$ cat src/rtl/mod5_pkg.sv
// Shared types and helpers for the serial MSB framer and its mod-5 residue reference.
package mod5_pkg;

   typedef enum logic [1:0] {
      IDLE  = 2'd0,
      CLEAR = 2'd1,
      SHIFT = 2'd2,
      DONE  = 2'd3
   } state_e;

   localparam int unsigned MOD   = 5;
   localparam int unsigned RES_W = 3;
   localparam int unsigned TMP_W = RES_W + 1;

   // One MSB-first residue step: (2r + b) mod 5. With r < 5 the sum is < 10, so one subtract suffices.
   function automatic logic [RES_W-1:0] mod5_step(input logic [RES_W-1:0] r, input logic b);
      logic [TMP_W-1:0] t;
      t = {r, b};
      if (t >= TMP_W'(MOD)) begin
         t = t - TMP_W'(MOD);
      end
      return t[RES_W-1:0];
   endfunction

endpackage

$ cat src/rtl/mod5_ref_acc.sv
// Mod-5 residue accumulator, MSB-first. Present only when MOD5_REF_EN is defined.
`ifdef MOD5_REF_EN
module mod5_ref_acc
   import mod5_pkg::*;
(
   input  logic             clk,
   input  logic             reset,
   input  logic             clr_i,
   input  logic             en_i,
   input  logic             bit_i,
   output logic [RES_W-1:0] residue_o
);

   logic [RES_W-1:0] res_q;

   // Residue register: clear wins over enable.
   always_ff @(posedge clk or posedge reset) begin
      if (reset) begin
         res_q <= '0;
      end else if (clr_i) begin
         res_q <= '0;
      end else if (en_i) begin
         res_q <= mod5_step(res_q, bit_i);
      end
   end

   assign residue_o = res_q;

endmodule
`endif

$ cat src/rtl/serial_msb_framer.sv
// Parallel-to-serial MSB-first framer feeding a downstream mod-5 residue FSM.
// Each frame: clear pulse (CLR_CYCLES), len data bits, one DONE cycle.
// Optional MOD5_REF_EN adds an internal reference residue (ref_residue/ref_valid).
module serial_msb_framer
   import mod5_pkg::*;
#(
   parameter  int unsigned WIDTH      = 10,
   parameter  int unsigned CLR_CYCLES = 1,
   localparam int unsigned LW         = $clog2(WIDTH + 1)
) (
   input  logic             clk,
   input  logic             reset,
   input  logic             in_valid,
   output logic             in_ready,
   input  logic [WIDTH-1:0] in_data,
   input  logic [LW-1:0]    in_len,
   output logic             ser_clr,
   output logic             ser_bit,
   output logic             ser_valid,
   output logic             frame_last,
   output logic             frame_done,
   output logic             busy
`ifdef MOD5_REF_EN
   ,
   output logic [RES_W-1:0] ref_residue,
   output logic             ref_valid
`endif
);

   localparam int unsigned CW = (CLR_CYCLES > 1) ? $clog2(CLR_CYCLES) : 1;

   state_e           state_q;
   logic [WIDTH-1:0] data_q;
   logic [LW-1:0]    len_q;
   logic [LW-1:0]    bit_cnt_q;
   logic [CW-1:0]    clr_cnt_q;
   logic             in_ready_q, ser_clr_q, ser_bit_q, ser_valid_q;
   logic             frame_last_q, frame_done_q, busy_q;
   logic [LW-1:0]    len_d;
   logic [LW-1:0]    shamt_d;

   // Clamp the offered length and left-align the frame so its MSB sits at data_q[WIDTH-1].
   always_comb begin
      len_d   = (in_len > LW'(WIDTH)) ? LW'(WIDTH) : in_len;
      shamt_d = LW'(WIDTH) - len_d;
   end

`ifdef MOD5_REF_EN
   logic [RES_W-1:0] acc_res;
   logic [RES_W-1:0] ref_residue_q;
   logic             ref_valid_q;

   mod5_ref_acc u_acc (
      .clk       (clk),
      .reset     (reset),
      .clr_i     (ser_clr_q),
      .en_i      (ser_valid_q),
      .bit_i     (ser_bit_q),
      .residue_o (acc_res)
   );
`endif

   // Framer FSM with registered outputs; outputs are set for the state being entered.
   always_ff @(posedge clk or posedge reset) begin
      if (reset) begin
         state_q      <= IDLE;
         data_q       <= '0;
         len_q        <= '0;
         bit_cnt_q    <= '0;
         clr_cnt_q    <= '0;
         in_ready_q   <= 1'b1;
         ser_clr_q    <= 1'b0;
         ser_bit_q    <= 1'b0;
         ser_valid_q  <= 1'b0;
         frame_last_q <= 1'b0;
         frame_done_q <= 1'b0;
         busy_q       <= 1'b0;
`ifdef MOD5_REF_EN
         ref_residue_q <= '0;
         ref_valid_q   <= 1'b0;
`endif
      end else begin
         frame_done_q <= 1'b0;
`ifdef MOD5_REF_EN
         ref_residue_q <= '0;
         ref_valid_q   <= 1'b0;
`endif
         case (state_q)
            IDLE: begin
               if (in_valid) begin
                  state_q    <= CLEAR;
                  data_q     <= in_data << shamt_d;
                  len_q      <= len_d;
                  clr_cnt_q  <= '0;
                  bit_cnt_q  <= '0;
                  in_ready_q <= 1'b0;
                  busy_q     <= 1'b1;
                  ser_clr_q  <= 1'b1;
                  ser_bit_q  <= 1'b0;
               end
            end
            CLEAR: begin
               if (clr_cnt_q == CW'(CLR_CYCLES - 1)) begin
                  ser_clr_q <= 1'b0;
                  if (len_q == '0) begin
                     state_q      <= DONE;
                     frame_done_q <= 1'b1;
`ifdef MOD5_REF_EN
                     ref_valid_q  <= 1'b1;
`endif
                  end else begin
                     state_q      <= SHIFT;
                     ser_valid_q  <= 1'b1;
                     ser_bit_q    <= data_q[WIDTH-1];
                     data_q       <= data_q << 1;
                     frame_last_q <= (len_q == LW'(1));
                     bit_cnt_q    <= LW'(1);
                  end
               end else begin
                  clr_cnt_q <= clr_cnt_q + CW'(1);
               end
            end
            SHIFT: begin
               if (bit_cnt_q == len_q) begin
                  state_q      <= DONE;
                  ser_valid_q  <= 1'b0;
                  ser_bit_q    <= 1'b0;
                  frame_last_q <= 1'b0;
                  frame_done_q <= 1'b1;
`ifdef MOD5_REF_EN
                  // Accumulator absorbs the last bit on this same edge; fold it in here.
                  ref_residue_q <= mod5_step(acc_res, ser_bit_q);
                  ref_valid_q   <= 1'b1;
`endif
               end else begin
                  ser_bit_q    <= data_q[WIDTH-1];
                  data_q       <= data_q << 1;
                  frame_last_q <= (bit_cnt_q == len_q - LW'(1));
                  bit_cnt_q    <= bit_cnt_q + LW'(1);
               end
            end
            DONE: begin
               state_q    <= IDLE;
               in_ready_q <= 1'b1;
               busy_q     <= 1'b0;
            end
            default: begin
               state_q <= IDLE;
            end
         endcase
      end
   end

   assign in_ready   = in_ready_q;
   assign ser_clr    = ser_clr_q;
   assign ser_bit    = ser_bit_q;
   assign ser_valid  = ser_valid_q;
   assign frame_last = frame_last_q;
   assign frame_done = frame_done_q;
   assign busy       = busy_q;
`ifdef MOD5_REF_EN
   assign ref_residue = ref_residue_q;
   assign ref_valid   = ref_valid_q;
`endif

endmodule

$ cat config.mk
export PLATFORM = sky130hd
export DESIGN_NAME = serial_msb_framer
export DESIGN_NICKNAME = d
export VERILOG_FILES = /design/src/rtl/mod5_pkg.sv /design/src/rtl/mod5_ref_acc.sv /design/src/rtl/serial_msb_framer.sv
export SDC_FILE = /design/constraint.sdc
export NUM_CORES = 1
export LEC_CHECK = 0
export ABC_AREA = 0
export CAP_MARGIN = 20
export CORE_ASPECT_RATIO = 0.7
export CORE_MARGIN = 5
export CORE_UTILIZATION = 60
export DETAILED_ROUTE_END_ITERATION = 16
export PLACE_DENSITY = 0.85
export REMOVE_ABC_BUFFERS = 1
export SETUP_SLACK_MARGIN = 0.1
export SLEW_MARGIN = 20
export SYNTH_ARGS = -nofsm -noshare
export SYNTH_HDL_FRONTEND = slang
export SYNTH_SLANG_ARGS = --single-unit
export TNS_END_PERCENT = 20
$ cat constraint.sdc
create_clock -name clk -period 5.8 [get_ports clk]
set_input_delay 1.16 -clock clk [delete_from_list [all_inputs] [get_ports clk]]
set_output_delay 1.16 -clock clk [all_outputs]
set_load 0.01 [all_outputs]
==> impl_table.tex, run 1 <==
\begin{tabular}{lr}
\hline
Metric & Value \\
\hline
\multicolumn{2}{l}{\textbf{Synthesis}} \\
\quad Simple-Gate Fraction of Synth Area & 19.3\% \\
\quad Prevailing post-synth register cell & dfrtp\_1 \\
\quad Number of cells produced by synthesis & 225 \\
\quad Post-Synthesis Mean Instance Area & 8.97 µm² \\
\quad Post-synthesis instance area & $\sim$2000 µm² \\
\quad Part of the Yosys area used for sequential elements & between 30\% and 40\% \\
\quad Number of distinct library cells after synthesis & 54 \\
\quad Post-synthesis adder-cell area fraction & 5.58\% \\
\quad Xor and xnor area share after synthesis & between 4 and 5\% \\
\quad Fraction of synthesis flops using an asynchronous set or reset pin & between 90\% and 100\% \\
\quad Mux share of post-synthesis cell area & under 10\% \\
\quad Synthesized-area fraction occupied by ao, oa, aoi and oai cells & about a quarter \\
\quad Number of enable-type register cells in the synthesized netlist & 0 \\
\quad Largest family of logic cells by synthesized area & compound AO/OA/AOI/OAI gates \\
\quad Count of warnings emitted by yosys & 0 \\
\quad Number of storage elements in the synthesis netlist & 27 \\
\multicolumn{2}{l}{\textbf{Finish}} \\
\quad Layout cells sized above 1 & between 10\% and 20\% \\
\quad Register cell area after layout & 677 µm² \\
\quad Final standard cell utilization of the core & a little under three quarters \\
\quad Area growth syn-to-layout & 12.2\% \\
\quad Layout fillers & 240 \\
\quad Multi-input combinational cell area & $\sim$1200 µm² \\
\quad Number of nets at the end of the flow & roughly 270 \\
\quad Antenna fix cells & 0 \\
\quad Post-route cell area & 2260 µm² \\
\multicolumn{2}{l}{\textbf{Drt}} \\
\quad Via count & about 1.7k \\
\quad Per-cell via count in the routed design & $\sim$6.2 \\
\quad Drt total wl & 4320 µm \\
\quad Number of DRC violations after detailed-routing iteration 0 & around 140 \\
\quad Number of antenna-violating nets in the routed design & 0 \\
\quad TritonRoute pass-1 iters & 5 \\
\quad Wire length per cell after detailed routing & roughly 15 µm \\
\quad Residual DRC & 0 \\
\multicolumn{2}{l}{\textbf{Min path}} \\
\quad HP Class & reg2reg \\
\multicolumn{2}{l}{\textbf{Global routing}} \\
\quad Via count of the first global-routing pass & between 1.5k and 2k \\
\quad Tot GR Track Use & 20.4\% \\
\quad Pin count of the biggest net entering global routing & 28 \\
\quad Antenna violations before repair & 0 \\
\quad First-pass GRT wire length & approximately 7400 µm \\
\quad Sum of overflow across all layers after global routing & 0 \\
\multicolumn{2}{l}{\textbf{Placement}} \\
\quad Post-placement cell area & around 2200 µm² \\
\quad Quantity of I/O buffers inserted on ports & 23 \\
\quad Placer congestion estimate & roughly 0.84 \\
\quad HPWL reported at the end of detailed placement & roughly 3300 µm \\
\multicolumn{2}{l}{\textbf{Timing}} \\
\quad Final worst path period share & between 60 and 70\% \\
\quad Worst-case headroom to the max-slew limit & a little over half \\
\quad Transition at the pin with the smallest max-transition slack & a little over 700 ps \\
\quad Clock period minus worst slack & between 3000 and 4000 ps \\
\quad Final number of setup-violating endpoints & 0 \\
\quad Maximum achievable frequency & $\sim$270 MHz \\
\quad Hold Slack & 486 ps \\
\quad Total negative setup slack & 0 ps \\
\quad Fin Clk Skew & 4.43 ps \\
\quad Unrepaired setup endpoints after global routing & false \\
\quad Final slew viol count & 0 \\
\quad Total count of hold-check failures in the final report & 0 \\
\multicolumn{2}{l}{\textbf{Worst setup path}} \\
\quad Crit path capture type & register \\
\quad Launch point of the worst path & in\_len[0] \\
\quad Crit-path max FO & 21 \\
\quad Ordered list of cells on the worst path & clkdlybuf4s50\_1 > nand2\_1 > inv\_1 > ha\_1 > nor4\_1 > a32o\_1 > a221oi\_1 > o31a\_1 > o21ai\_2 \\
\quad Type of the worst setup path & in2reg \\
\quad Launch point of the worst reg-to-reg path & state\_q[0]\$\_DFFE\_PP0P\_ \\
\quad Minimum setup slack among reg-to-reg paths & $\sim$3500 ps \\
\quad Critical path buffer and inverter count & 2 \\
\quad Critical Path Start Type & input pin \\
\quad Worst reg2reg endpoint & data\_q[7]\$\_DFFE\_PP0P\_ \\
\quad Critical-path cell with the highest stage delay & clkdlybuf4s50\_1 \\
\quad End point of the critical path & data\_q[8]\$\_DFFE\_PP0P\_ \\
\quad Cell depth of the worst setup path & 9 \\
\quad Arrival time at the worst endpoint & just under 4000 ps \\
\quad Critical path data required time & just under 6000 ps \\
\quad Worst R2R Path Depth & 7 \\
\quad Top Family by Delay on Critical Path & buffers and inverters \\
\quad Largest stage delay, worst path & approximately 900 ps \\
\multicolumn{2}{l}{\textbf{CTS}} \\
\quad TritonCTS clock tree & yes \\
\quad H-tree levels & 1 \\
\quad Root buffer cell & clkbuf\_8 \\
\quad Clock transition at the register clock pins on the worst setup and hold paths after CTS & 90 ps \\
\quad Number of clock sinks seen by CTS & 27 \\
\quad CTS hold repair buffers & 0 \\
\quad Post\_cts resized & 0 \\
\quad Post-CTS Setup Repair Bufs & 0 \\
\quad Worst-case clock buffer depth & 2 \\
\quad Number of clock buffers inserted by TritonCTS & 3 \\
\quad Clock insertion delay at the later pin of the skew report & $\sim$280 ps \\
\multicolumn{2}{l}{\textbf{Die}} \\
\quad IO Pins & 24 \\
\quad Initial standard-cell utilization of the core & 63.3\% \\
\quad Area of the die & 4640 µm² \\
\quad Count of standard-cell rows & 17 \\
\quad Core Box Area & between 3000 and 4000 µm² \\
\quad X dimension of the die & 79.3 µm \\
\quad Die outline height & roughly 60 µm \\
\multicolumn{2}{l}{\textbf{Power and ir drop}} \\
\quad Power density over the cells & between 400 and 500 nW/µm² \\
\quad Max rail drop VDD & about 0.00033 V \\
\quad Pleak & slightly below 1 nW \\
\multicolumn{2}{l}{\textbf{Status}} \\
\quad Result of the run & completed \\
\multicolumn{2}{l}{\textbf{Run}} \\
\quad Max-Cap Viols & 0 \\
\hline
\end{tabular}
[cells by family (layout without fill, tap and decap cells)]
kind of cell	count (synthesis)	after routing
AO/OA/AOI/OAI	69	69
XOR/XNOR	9	9
adder cells (fa/ha/maj)	9	9
buffers and inverters	22	39
flip-flops	27	27
multiplexers	13	13
AND/OR/NAND/NOR	76	76
[metal layers]
| metal | up-vias | wire (µm) | track usage (%) |
|---|---|---|---|
| met5 | - | 0 | 0 |
| met4 | 0 | 61 | 6.62 |
| met3 | 4 | 270 | 2.29 |
| met2 | 65 | 1750 | 26.7 |
| met1 | 805 | 2240 | 33.7 |
| li1 | 861 | - | - |
[worst reg2reg max path, cell delays in order, from the launching register on]
cell	delay, ps
dfrtp_1	430
inv_1	100
ha_1	530
or2_1	410
nor2_1	290
and4b_1	250
a221oi_1	60
o21ai_2	140
[sequential cells by signal, indices dropped and copies added (netlist names)]
| name | cells |
|---|---|
| ser_clr | 1 |
| data_q | 10 |
| ser_bit | 1 |
| len_q | 4 |
| bit_cnt_q | 4 |
| frame_last | 1 |
| state_q | 2 |
| busy | 1 |
| ser_valid | 1 |
| in_ready | 1 |
| frame_done | 1 |
[synth_stat cells (5+ instances only)]
master / n / area (µm²)
o21ai_0: 11 / 55.1
a21oi_1: 7 / 35.0
nor3_1: 6 / 30.0
dfrtp_1: 26 / 651
nor2_1: 16 / 60.1
inv_1: 12 / 45.0
mux2i_1: 9 / 90.1
xor2_1: 5 / 43.8
ha_1: 9 / 113
o21ai_2: 11 / 96.3
nand2_1: 25 / 93.8
nand3_1: 6 / 30.0
[area by class of cell]
class	instances	area share (%)
Clock buffer	3	1.82
Clock inverter	1	0.332
Inverter	12	1.99
Multi-Input combinational cell	176	53.7
Sequential cell	27	29.9
Tap cell	38	2.10
Timing Repair Buffer	23	10.2
[layout by cell type (no fill, tap or decap), drive strengths merged, types with 5 or more instances in the layout]
| cell type | synthesis | final |
|---|---|---|
| ha | 9 | 9 |
| nor2 | 16 | 16 |
| mux2i | 9 | 9 |
| nand3 | 6 | 6 |
| clkdlybuf4s50 | 0 | 23 |
| xor2 | 5 | 5 |
| o21ai | 25 | 25 |
| inv | 12 | 12 |
| dfrtp | 26 | 26 |
| a21oi | 7 | 7 |
| nor3 | 6 | 6 |
| nand2 | 26 | 26 |
[power breakdown]
| group | switching [mW] | internal [mW] | leakage [nW] |
|---|---|---|---|
| combinational | 0.329 | 0.237 | 0.618 |
| clock | 0.0610 | 0.0489 | 0.0217 |
| sequential | 0.0572 | 0.261 | 0.343 |
[stage by stage]
stage	instances	setup slack [ps]	total power, mW
floorplan	215	2930	0.728
detailed placement	276	1840	0.879
global placement	276	1890	0.867
CTS	280	2140	0.991
global route	280	1840	1.08
finish	280	2060	0.995
[how the worst min path moves through the flow]
stage	depth (start not counted)	slack, ps	from	to
2_1_floorplan	2	440	data_q[5]$_DFFE_PP0P_	data_q[5]$_DFFE_PP0P_
3_3_place_gp	2	460	data_q[0]$_DFFE_PP0P_	data_q[0]$_DFFE_PP0P_
4_1_cts	2	490	data_q[0]$_DFFE_PP0P_	data_q[0]$_DFFE_PP0P_
6_report	2	490	data_q[3]$_DFFE_PP0P_	data_q[3]$_DFFE_PP0P_
3_5_place_dp	2	470	data_q[0]$_DFFE_PP0P_	data_q[0]$_DFFE_PP0P_
5_1_grt	2	510	data_q[8]$_DFFE_PP0P_	data_q[8]$_DFFE_PP0P_
(Power assumes the default switching activity.)
==> run 2: changes to the inputs <==
- CORE_UTILIZATION: 60 -> 51
- PLACE_DENSITY: 0.85 -> 0.77
- clock period: 5.8 -> 3.25 ns (I/O delays scaled with it)
==> impl_table.tex, run 2 (synthesis results as in run 1) <==
\begin{tabular}{lr}
\hline
Metric & Value \\
\hline
\multicolumn{2}{l}{\textbf{CTS}} \\
\quad Root buffer cell & clkbuf\_8 \\
\quad H-tree levels & 1 \\
\quad Number of clock sinks seen by CTS & 27 \\
\quad CTS hold repair buffers & 0 \\
\quad TritonCTS clock tree & yes \\
\quad Clock insertion delay at the later pin of the skew report & roughly 280 ps \\
\quad Clock transition at the register clock pins on the worst setup and hold paths after CTS & roughly 100 ps \\
\quad Post-CTS Setup Repair Bufs & 0 \\
\quad Worst-case clock buffer depth & 2 \\
\quad Post\_cts resized & 0 \\
\quad Number of clock buffers inserted by TritonCTS & 3 \\
\multicolumn{2}{l}{\textbf{Worst setup path}} \\
\quad Critical-path cell with the highest stage delay & clkdlybuf4s50\_1 \\
\quad Largest stage delay, worst path & 490 ps \\
\quad Critical path data required time & about 3400 ps \\
\quad Critical Path Start Type & input pin \\
\quad Arrival time at the worst endpoint & 2940 ps \\
\quad Ordered list of cells on the worst path & clkdlybuf4s50\_1 > o21ai\_2 > nand2\_1 > inv\_1 > ha\_1 > inv\_1 > a2111oi\_0 > a2111oi\_0 > a211oi\_1 > o31ai\_1 \\
\quad Crit-path max FO & 6 \\
\quad Crit path capture type & register \\
\quad Top Family by Delay on Critical Path & compound AO/OA/AOI/OAI gates \\
\quad Type of the worst setup path & in2reg \\
\quad Critical path buffer and inverter count & 3 \\
\multicolumn{2}{l}{\textbf{Finish}} \\
\quad Most frequent standard cell in the layout excluding fill and tap cells & dfrtp\_1 \\
\quad Register with the most flip-flops & data\_q \\
\quad Final standard cell utilization of the core & $\sim$60\% \\
\quad Number of non-filler instances in the completed layout & around 300 \\
\quad Area growth syn-to-layout & 16.0\% \\
\quad Biggest regs & data\_q: 10 flops, bit\_cnt\_q: 4 flops, len\_q: 4 flops \\
\quad Most frequent cells in the layout & dfrtp\_1 (26), nand2\_1 (25), clkdlybuf4s50\_1 (23) \\
\quad Max reg flops & 10 \\
\quad Layout fillers & $\sim$340 \\
\quad Layout cells sized above 1 & between 10\% and 20\% \\
\quad Antenna fix cells & 0 \\
\quad Number of nets at the end of the flow & 277 \\
\multicolumn{2}{l}{\textbf{Status}} \\
\quad Result of the run & completed \\
\multicolumn{2}{l}{\textbf{Timing}} \\
\quad Final slew viol count & 0 \\
\quad Total count of hold-check failures in the final report & 0 \\
\quad Transition at the pin with the smallest max-transition slack & 591 ps \\
\quad Total negative setup slack & 0 ps \\
\quad Fin Clk Skew & around 8 ps \\
\quad Final worst setup slack & 482 ps \\
\quad Unrepaired setup endpoints after global routing & false \\
\quad Final worst path period share & between 80\% and 90\% \\
\quad Clock period minus worst slack & 2770 ps \\
\quad Maximum achievable frequency & 361 MHz \\
\quad Worst-case headroom to the max-slew limit & 59.6\% \\
\quad Final number of setup-violating endpoints & 0 \\
\multicolumn{2}{l}{\textbf{Die}} \\
\quad Die outline height & 62.6 µm \\
\quad Area of the die & around 5300 µm² \\
\quad X dimension of the die & between 80 and 90 µm \\
\quad Core Box Area & slightly below 4000 µm² \\
\quad IO Pins & 24 \\
\quad Count of standard-cell rows & 19 \\
\quad Initial standard-cell utilization of the core & between 50\% and 60\% \\
\multicolumn{2}{l}{\textbf{Drt}} \\
\quad Wire length per cell after detailed routing & between 10 and 15 µm \\
\quad Residual DRC & 0 \\
\quad Number of DRC violations after detailed-routing iteration 0 & 180 \\
\quad TritonRoute pass-1 iters & 4 \\
\quad Via count & approximately 1.8k \\
\quad Drt total wl & around 4500 µm \\
\quad Number of antenna-violating nets in the routed design & 0 \\
\quad Per-cell via count in the routed design & slightly below 6 \\
\multicolumn{2}{l}{\textbf{Global routing}} \\
\quad Tot GR Track Use & roughly 17\% \\
\quad Pin count of the biggest net entering global routing & 28 \\
\quad Antenna violations before repair & 0 \\
\quad First-pass GRT wire length & 7620 µm \\
\quad Sum of overflow across all layers after global routing & 0 \\
\quad Via count of the first global-routing pass & 1560 \\
\multicolumn{2}{l}{\textbf{Power and ir drop}} \\
\quad Power density over the cells & roughly 760 nW/µm² \\
\quad Pleak & about 1 nW \\
\quad Proportion of power drawn by combinational gates & around 57\% \\
\quad Max rail drop VDD & around 0.00051 V \\
\quad Clock share of power & a little under an eighth \\
\quad Reg power frac & between 30\% and 40\% \\
\quad Reported net switching power & 803 µW \\
\quad Cell-internal power & 982 µW \\
\quad Proportion of total power due to net switching & about 45\% \\
\multicolumn{2}{l}{\textbf{Placement}} \\
\quad Worst setup slack after placement & around 230 ps \\
\quad HPWL reported at the end of detailed placement & roughly 3500 µm \\
\quad Quantity of I/O buffers inserted on ports & 23 \\
\quad Count of placed standard cells including taps & between 200 and 300 \\
\quad Placer congestion estimate & 0.858 \\
\multicolumn{2}{l}{\textbf{Run}} \\
\quad Max-Cap Viols & 0 \\
\multicolumn{2}{l}{\textbf{Min path}} \\
\quad HP Class & reg2reg \\
\hline
\end{tabular}
[run 2: cell type report]
type	instances	area, µm²	share of cell area, %
tap	52	65.1	2.78
clock inverter	1	7.51	0.321
clock buffer	3	41.3	1.76
inverter	12	45.0	1.92
sequential	27	677	28.9
multi-input combinational	176	1210	51.9
timing repair buffer	31	290	12.4
[run 2: final timing paths]
kind | from | to | slack, ps | depth (start not counted)
min in group asynchronous | reset | data_q[3]$_DFFE_PP0P_ | 730 | 3
max in group asynchronous | reset | in_ready$_DFFE_PP1P_ | 2210 | 3
setup reg to reg | state_q[0]$_DFFE_PP0P_ | data_q[7]$_DFFE_PP0P_ | 990 | 7
hold reg to reg | frame_last$_DFFE_PP0P_ | frame_last$_DFFE_PP0P_ | 490 | 2
setup / recovery | in_len[3] | data_q[9]$_DFFE_PP0P_ | 480 | 10
hold / removal | frame_last$_DFFE_PP0P_ | frame_last$_DFFE_PP0P_ | 490 | 2
[run 2: per-layer routing]
metal | vias up | global-route usage, % | share of wire (%)
li1 | 874 | - | -
met2 | 58 | 23.3 | 40
met1 | 847 | 28.1 | 52
met3 | 2 | 3.29 | 7.3
met4 | 0 | 2.37 | 0.62
met5 | - | 0 | 0
[run 2: metrics by stage]
| stage | power [mW] | cell area [µm²] | hold slack (ps) |
|---|---|---|---|
| 3_3_place_gp | 1.56 | 2290 | 458 |
| 4_1_cts | 1.79 | 2340 | 499 |
| 6_report | 1.79 | 2340 | 495 |
| 2_1_floorplan | 1.30 | 1940 | 443 |
| 5_1_grt | 1.93 | 2340 | 513 |
| 3_5_place_dp | 1.59 | 2290 | 468 |
[run 2: tightest hold or removal path: cells and delay by family (launching register included)]
| kind | cells | cell delay [ps] |
|---|---|---|
| DFF | 1 | 350 |
| AOI/OAI and AO/OA | 1 | 60 |
| and+or+nand+nor | 1 | 50 |
[run 2: power by group through the flow]
| stage | Sequential [mW] | Combinational, mW | Clock (mW) |
|---|---|---|---|
| 4_1_cts | 0.566 | 1.02 | 0.205 |
| 3_3_place_gp | 0.568 | 0.989 | 0 |
| 3_5_place_dp | 0.572 | 1.02 | 0 |
| 2_1_floorplan | 0.562 | 0.736 | 0 |
| 5_1_grt | 0.585 | 1.13 | 0.217 |
| 6_report | 0.566 | 1.02 | 0.202 |
==> variant (config.mk and constraints of run 2) <==
Build with the macro `MOD5_REF_EN` defined.
--- a/src/rtl/mod5_ref_acc.sv
+++ b/src/rtl/mod5_ref_acc.sv
@@ -1,4 +1,6 @@
 // Mod-5 residue accumulator, MSB-first. Present only when MOD5_REF_EN is defined.
+`define MOD5_REF_EN
+
 `ifdef MOD5_REF_EN
 module mod5_ref_acc
    import mod5_pkg::*;
Check against the original RTL (old outputs only; new: ref_residue and ref_valid): equivalent (equiv_simple and equiv_induct, registers matched by name and starting in step).
==> variant against run 2 <==
Synthesized cell count increased by 15%; synthesized area up 17%; worst setup slack lost 0.042 ns; combinational power rose by 24%; sequential cell count grew 6; critical path depth is 1 lower; count of clock-buffer cells in the layout increased by 4; clock power up 100%; first-iteration DRC count decreased by 8.3%; design area up 18%; utilization increased by 2.5 points; power is 34% higher; routed wire length is 22% higher; cell count increased by 13%; largest cell class unchanged.
==> variant: results (changes against run 2) <==
{
  "instance_area_after_placement": {"value": 2650, "unit": "um^2", "change": "+16%"},
  "relative_contribution_of_the_clock_network_to_total_power": {"value": 17.0, "unit": "%", "change": "+5.7 points"},
  "grt_usage": {"value": 19.0, "unit": "%", "change": "+1.9 points"},
  "multi_input_cells": {"value": 199, "change": "+13%"},
  "n_all_inverters": {"value": 14, "change": "+2"},
  "dpl.cell_count": {"value": 333, "change": "+12%"},
  "multi_input_comb_area": {"value": 1400, "unit": "um^2", "change": "+15%"},
  "final_period_minus_worst_setup_slack": {"value": 2.81, "unit": "ns", "change": "+0.0419 ns"},
  "area.sequential": {"value": 827, "unit": "um^2", "change": "+22%"},
  "p_switching": {"value": 0.993, "unit": "mW", "change": "+24%"},
  "pre_cts_slack": {"value": 0.201, "unit": "ns", "change": "-0.0312 ns"},
  "repair_and_plain_buffers": {"value": 32, "change": "+3.2%"},
  "multi_input_area_share": {"value": 50.4, "unit": "%", "change": "-1.5 points"},
  "grt_max_degree": {"value": 34, "change": "+21%"},
  "total_power": {"value": 2.39, "unit": "mW", "change": "+34%"},
  "n_clock_buffer": {"value": 7, "change": "+4"},
  "clk_share": {"value": 4.20, "unit": "%", "change": "+2.1 points"},
  "grt_util_met2": {"value": 25.9, "unit": "%", "change": "+2.6 points"},
  "clk_transition_reported_paths": {"value": 0.07, "unit": "ns", "change": "-0.03 ns"},
  "hold-worst-slack": {"value": 0.499, "unit": "ns", "change": "+0.00380 ns"},
  "ff2ff_setup_slack": {"value": 1.18, "unit": "ns", "change": "+0.19 ns"},
  "route.layer.met1.wl": {"value": 2710, "unit": "um", "change": "+15%"},
  "first_drt_iteration_drcs": {"value": 165, "change": "-8.3%"},
  "outcome": "complete, no violations",
  "total_leakage_power": {"value": 1.22, "unit": "nW", "change": "+20%"},
  "layout.nonclk_buf_share": {"value": 11.1, "unit": "%", "change": "-1.3 points"},
  "avgViaCountPerCell": {"value": 6.02, "change": "+2.1%"},
  "place.detailed.hpwl": {"value": 4100, "unit": "um", "change": "+19%"},
  "drtPass1Iterations": {"value": 5, "change": "+1"},
  "worst_ir_drop_vdd": {"value": 0.481, "unit": "mV", "change": "-4.7%"},
  "biggest_fanout_along_the_worst_timing_path": {"value": 10, "change": "+4"}
}
==> variant: cell types whose count changed after synthesis, moves of 6 or more <==
| cell | delta |
|---|---|
| nor2b_1 | +6 |
| nor2_1 | +10 |
| dfrtp_1 | +6 |
| o21ai_2 | -10 |
| a21oi_1 | +10 |
| nand2_1 | -6 |
==> variant: kinds of logic after synthesis <==
logic type	count (synthesis)	share of synthesized area [%]
DFF	33	35.2
AOI/OAI and AO/OA	79	23.5
and+or+nand+nor	83	18.1
buffers and inverters	27	5.48
xor gates and xnor gates	10	4.36
muxes	16	7.50
adders and majority gates	11	5.85
==> variant: final timing paths <==
| check | endpoint | cells after the start |
|---|---|---|
| worst min register to register | in_ready | 2 |
| worst max register to register | bit_cnt_q[2] | 7 |
| worst min-delay path | in_ready | 2 |
| min in group asynchronous | data_q[3] | 3 |
| max in group asynchronous | in_ready | 3 |
| worst max-delay path | data_q[6] | 9 |
